--- config.mk ---
export PLATFORM = sky130hd
export DESIGN_NAME = wbus_mux_arb
export DESIGN_NICKNAME = d
export VERILOG_FILES = /design/src/rtl/wbus_mux_arb.sv
export SDC_FILE = /design/constraint.sdc
export NUM_CORES = 1
export LEC_CHECK = 0
export ABC_AREA = 1
export BUFFER_PORTS_ARGS = -buffer_cell sky130_fd_sc_hd__buf_2
export CAP_MARGIN = 30
export CELL_PAD_IN_SITES_DETAIL_PLACEMENT = 1
export CELL_PAD_IN_SITES_GLOBAL_PLACEMENT = 1
export CORE_MARGIN = 10
export CORE_UTILIZATION = 27
export CTS_CLUSTER_SIZE = 28
export DETAILED_ROUTE_END_ITERATION = 7
export PLACE_DENSITY = 0.75
export SYNTH_ARGS = -nofsm -noshare
export SYNTH_HDL_FRONTEND = slang
export SYNTH_SLANG_ARGS = --single-unit
--- constraint.sdc ---
create_clock -name CLK -period 1.21 [get_ports CLK]
set_input_delay 0 -clock CLK [delete_from_list [all_inputs] [get_ports CLK]]
set_output_delay 0 -clock CLK [all_outputs]
set_load 0.01 [all_outputs]
--- src/rtl/wbus_mux_arb.sv ---
// Registered CHANNELS:1 word multiplexor with fixed-select or round-robin source
// choice, holding the chosen word in Y until the sink acknowledges it.
module wbus_mux_arb #(
  parameter int WIDTH    = 4,
  parameter int CHANNELS = 2,
  localparam int SELW    = $clog2(CHANNELS)
) (
  input  logic                      CLK,
  input  logic                      CLR_n,
  input  logic [CHANNELS*WIDTH-1:0] D,
  input  logic [CHANNELS-1:0]       REQ,
  input  logic                      E,
  input  logic                      MODE,
  input  logic [SELW-1:0]           S,
  input  logic                      ACK,
  output logic [WIDTH-1:0]          Y,
  output logic                      VLD,
  output logic [SELW-1:0]           CH,
  output logic [CHANNELS-1:0]       GNT
);

  // Handshake: Y is offered while VLD=1 and is consumed on any rising edge
  // with VLD=1 and ACK=1; ACK is ignored while VLD=0.
  localparam logic IDLE = 1'b0;
  localparam logic HOLD = 1'b1;

  logic                state_q, state_d;
  logic [WIDTH-1:0]    y_q, y_d;
  logic [SELW-1:0]     ch_q, ch_d;
  logic [CHANNELS-1:0] gnt_q, gnt_d;
  logic [SELW-1:0]     ptr_q, ptr_d;

  logic                cand_vld;
  logic [SELW-1:0]     cand;
  logic [WIDTH-1:0]    cand_word;
  logic [CHANNELS-1:0] cand_oh;
  logic [SELW-1:0]     ptr_nxt;
  logic                opp;
  logic                take;
  int                  idx;

  // Round-robin scan runs from the farthest offset down so the channel
  // closest to PTR is the last (winning) assignment.
  always_comb begin
    cand_vld = 1'b0;
    cand     = '0;
    idx      = 0;
    if (!MODE) begin
      for (int k = 0; k < CHANNELS; k++) begin
        if (S == SELW'(k) && REQ[k]) begin
          cand_vld = 1'b1;
          cand     = SELW'(k);
        end
      end
    end else begin
      for (int i = CHANNELS - 1; i >= 0; i--) begin
        idx = int'(ptr_q) + i;
        if (idx >= CHANNELS) idx = idx - CHANNELS;
        if (REQ[SELW'(idx)]) begin
          cand_vld = 1'b1;
          cand     = SELW'(idx);
        end
      end
    end
  end

  always_comb begin
    cand_word = '0;
    cand_oh   = '0;
    for (int k = 0; k < CHANNELS; k++) begin
      if (cand == SELW'(k)) begin
        cand_word  = D[k*WIDTH +: WIDTH];
        cand_oh[k] = 1'b1;
      end
    end
    ptr_nxt = (cand == SELW'(CHANNELS - 1)) ? '0 : cand + 1'b1;
  end

  assign opp  = (state_q == IDLE) || ACK;
  assign take = opp && E && cand_vld;

  always_comb begin
    state_d = state_q;
    y_d     = y_q;
    ch_d    = ch_q;
    gnt_d   = '0;
    ptr_d   = ptr_q;
    if (take) begin
      state_d = HOLD;
      y_d     = cand_word;
      ch_d    = cand;
      gnt_d   = cand_oh;
      if (MODE) ptr_d = ptr_nxt;
    end else if (state_q == HOLD && ACK) begin
      state_d = IDLE;
      y_d     = '0;
    end
  end

  always_ff @(posedge CLK) begin
    if (!CLR_n) begin
      state_q <= IDLE;
      y_q     <= '0;
      ch_q    <= '0;
      gnt_q   <= '0;
      ptr_q   <= '0;
    end else begin
      state_q <= state_d;
      y_q     <= y_d;
      ch_q    <= ch_d;
      gnt_q   <= gnt_d;
      ptr_q   <= ptr_d;
    end
  end

  assign Y   = y_q;
  assign VLD = (state_q == HOLD);
  assign CH  = ch_q;
  assign GNT = gnt_q;

endmodule

==> summary.md <==
| Metric | Value |
|---|---|
| First-pass GRT wire length | `2350 um` |
| Vias per inst | `4.78` |
| Int Power | `0.493 mW` |
| VDD IR max | `0.711 mV` |
| Core area | `1540 um^2` |
| Via count | `521` |
| Layout area overhead | `38.2%` |
| Final setup violation count | `0` |
| Initial DRT Pass Iterations | `4` |
| Mapped cell area | `449 um^2` |
| Post-cts resize count | `0` |
| # diodes | `0` |
| Reg-to-reg startpoint | `VLD$_SDFFE_PN0P_` |
| H-Tree Depth | `1` |
| Run status | `completed` |
| Final Hold Fails | `0` |
| HP Start | `ACK` |
| Leakage | `0.323 nW` |
| Synth warn | `0` |
| Cell taking the most area after synthesis | `dfxtp_1` |
| Worst Max-Slew Pin Slew | `0.259 ns` |
| Clk pwr share | `33.3%` |
| CP max stage cell | `dfxtp_1` |
| Gr ovfl total | `0` |
| Count of unique library cells instantiated by Yosys | `10` |
| Max incr delay on CP | `0.35 ns` |
| Area share of the largest cell type after synthesis | `40.1%` |
| Max Cap Violations | `0` |
| Later-pin clock latency in the skew report | `0.26 ns` |
| Detailed Route Iter0 Violations | `8` |
| Crit Path Max Fanout | `6` |
| Slew HR | `82.7%` |
| DRC viols | `0` |
| Post-Layout Inst Area | `621 um^2` |
| Dpl cell area | `584 um^2` |
| FF+latch count, synth | `9` |
| Critical path buffer and inverter count | `1` |
| Mapped Nets | `81` |
| Sum Neg Setup Slack | `0 ns` |
| Fmax | `974 MHz` |
| Cell mode on critical path | `nand2_1` |
| Cells after Synth | `65` |
| Max-slew violations | `0` |
| Share of power burned in registers | `47.1%` |
| Period minus WS final | `1.03 ns` |
| Die Y | `60.8 um` |
| TritonCTS clock tree | `built` |
| Power per Cell Area | `1090 nW/um^2` |
| Net Sw Frac | `26.9%` |
| Routability cong. | `0.731` |
| CTS Buf Count | `3` |
| Worst path cell trace | `nand2_1 -> nand2_1 -> inv_1 -> nand2_2 -> nand3_1 -> a21oi_1` |
| IO buf count | `23` |
| FILL cells | `228` |
| Reg clk slew, reported paths | `0.06 ns` |
| Largest net degree at the start of global routing | `10` |
| I/O Pins | `24` |
| Final Non-Filler Cells | `109` |
| Final ANT Viol Nets | `0` |
| CP required | `1.40 ns` |
| Cell Rows | `14` |
| Share of layout cells above drive strength 1 | `33.3%` |
| Arr. time, crit path | `1.21 ns` |
| Worst setup path start | `VLD$_SDFFE_PN0P_` |
| Top post-synthesis cells by area | `dfxtp_1, nand2_1, nand3_1` |
| Clock tree buffer depth | `2` |
| Total GRT Usage | `8.25%` |
| NetSw | `0.182 mW` |
| Detailed Route WL | `1380 um` |
| Drt wl/cell | `12.7 um` |
| Vias in the first global route | `553` |
| Syn_area_per_cell | `6.91 um^2` |
| Setup crit end kind | `register` |
| Fin crit share | `84.8%` |
| Horiz. Die Dim | `60.8 um` |
| Post-DP HPWL | `1170 um` |
| Antenna violations before repair | `0` |
| Crit Path Category | `register to register` |
| Unrepaired setup endpoints after global routing | `false` |
| Worst Skew | `0.00426 ns` |
| Top cell family by delay on the critical path | `simple AND/OR/NAND/NOR gates` |
| Clock sinks | `9` |
| Startpoint types | `register` |
| DIE AREA | `3690 um^2` |
| Starting density of the core | `29.1%` |
| Fin nets | `110` |
| Hold WC Path Type | `input pin to register` |
| Root Driver | `clkbuf_4` |
| Gate power share | `19.6%` |
| Sequential area share after synthesis | `40.1%` |
| Placed insts | `104` |
==> registers in the layout, indices dropped and copies added (netlist names) <==
name	count
ptr_q	1
Y	4
CH	1
GNT	2
VLD	1
==> synth_stat cells <==
| cell | number |
|---|---|
| nand3_4 | 1 |
| nand2_2 | 2 |
| a21oi_4 | 1 |
| nand3_1 | 14 |
| nor2_1 | 2 |
| inv_1 | 4 |
| nand2_1 | 23 |
| inv_2 | 1 |
| dfxtp_1 | 9 |
| a21oi_1 | 8 |
==> worst paths after layout <==
kind,cells after the start,endpoint,slack (ns)
setup / recovery,6,Y[3]$_SDFFE_PN0P_,0.18
hold / removal,4,VLD$_SDFFE_PN0P_,0.04
setup reg to reg,6,Y[3]$_SDFFE_PN0P_,0.18
hold reg to reg,2,CH$_SDFFE_PN0P_,0.46
==> worst min-delay path, stage by stage <==
cell,delay [ns]
buf_2,0.09
inv_1,0.03
nand2_1,0.06
a21oi_1,0.06
==> cell usage in the layout (no fill, tap or decap) <==
master	instances
inv_2	1
buf_2	23
nand2_1	23
nor2_1	2
clkbuf_1	1
a21oi_1	8
nand2_2	2
nand3_4	1
inv_1	4
a21oi_4	1
dlygate4sd3_1	1
dfxtp_1	9
clkbuf_4	3
nand3_1	14
==> power by group through the flow <==
stage	Sequential [mW]	Clock [mW]	Combinational, mW
final	0.318	0.225	0.132
after global routing	0.319	0.256	0.153
after CTS	0.318	0.238	0.136
after detailed placement	0.324	0	0.132
after global placement	0.324	0	0.131
after floorplan	0.330	0	0.0673
==> per-stage QoR <==
stage | hold slack (ns) | setup slack [ns] | util [%] | total power, mW
finish | 0.0352 | 0.183 | 40.3 | 0.675
global route | 0.0782 | 0.0203 | 40.3 | 0.728
CTS | 0.0304 | 0.153 | 40.3 | 0.691
detailed placement | 0.261 | 0.183 | 37.9 | 0.457
global placement | 0.258 | 0.219 | 37.9 | 0.455
floorplan | 0.126 | 0.239 | - | 0.397
==> repair_timing <==
action | CTS | global route
buffers inserted | 0 | 0
hold endpoints to repair | 1 | 0
hold buffers | 1 | 0
==> routing by layer <==
layer	GRT usage [%]	vias to the layer above	routed length (um)
li1	-	272	-
met1	8.97	232	555
met2	13.1	17	634
met3	5.43	0	190
met4	1.88	0	0
met5	0	-	0
==> logic make-up (layout without fill, tap and decap cells) <==
| family | Yosys count | after routing | share of synthesized area (%) |
|---|---|---|---|
| compound gates | 9 | 9 | 12.5 |
| buf+inv | 5 | 33 | 4.18 |
| flops | 9 | 9 | 40.1 |
| simple gates | 42 | 42 | 43.2 |
==> area by class of cell <==
cell class / instances / area, um^2 / share of cell area [%]
inverters: 5 / 18.8 / 3.02
well taps: 16 / 20.0 / 3.23
flip-flops and latches: 9 / 180 / 29.0
clock buffers: 4 / 26.3 / 4.23
multi-input cells: 51 / 250 / 40.3
repair buffers: 24 / 125 / 20.2
Note: power is estimated with default switching activity, not from simulation.
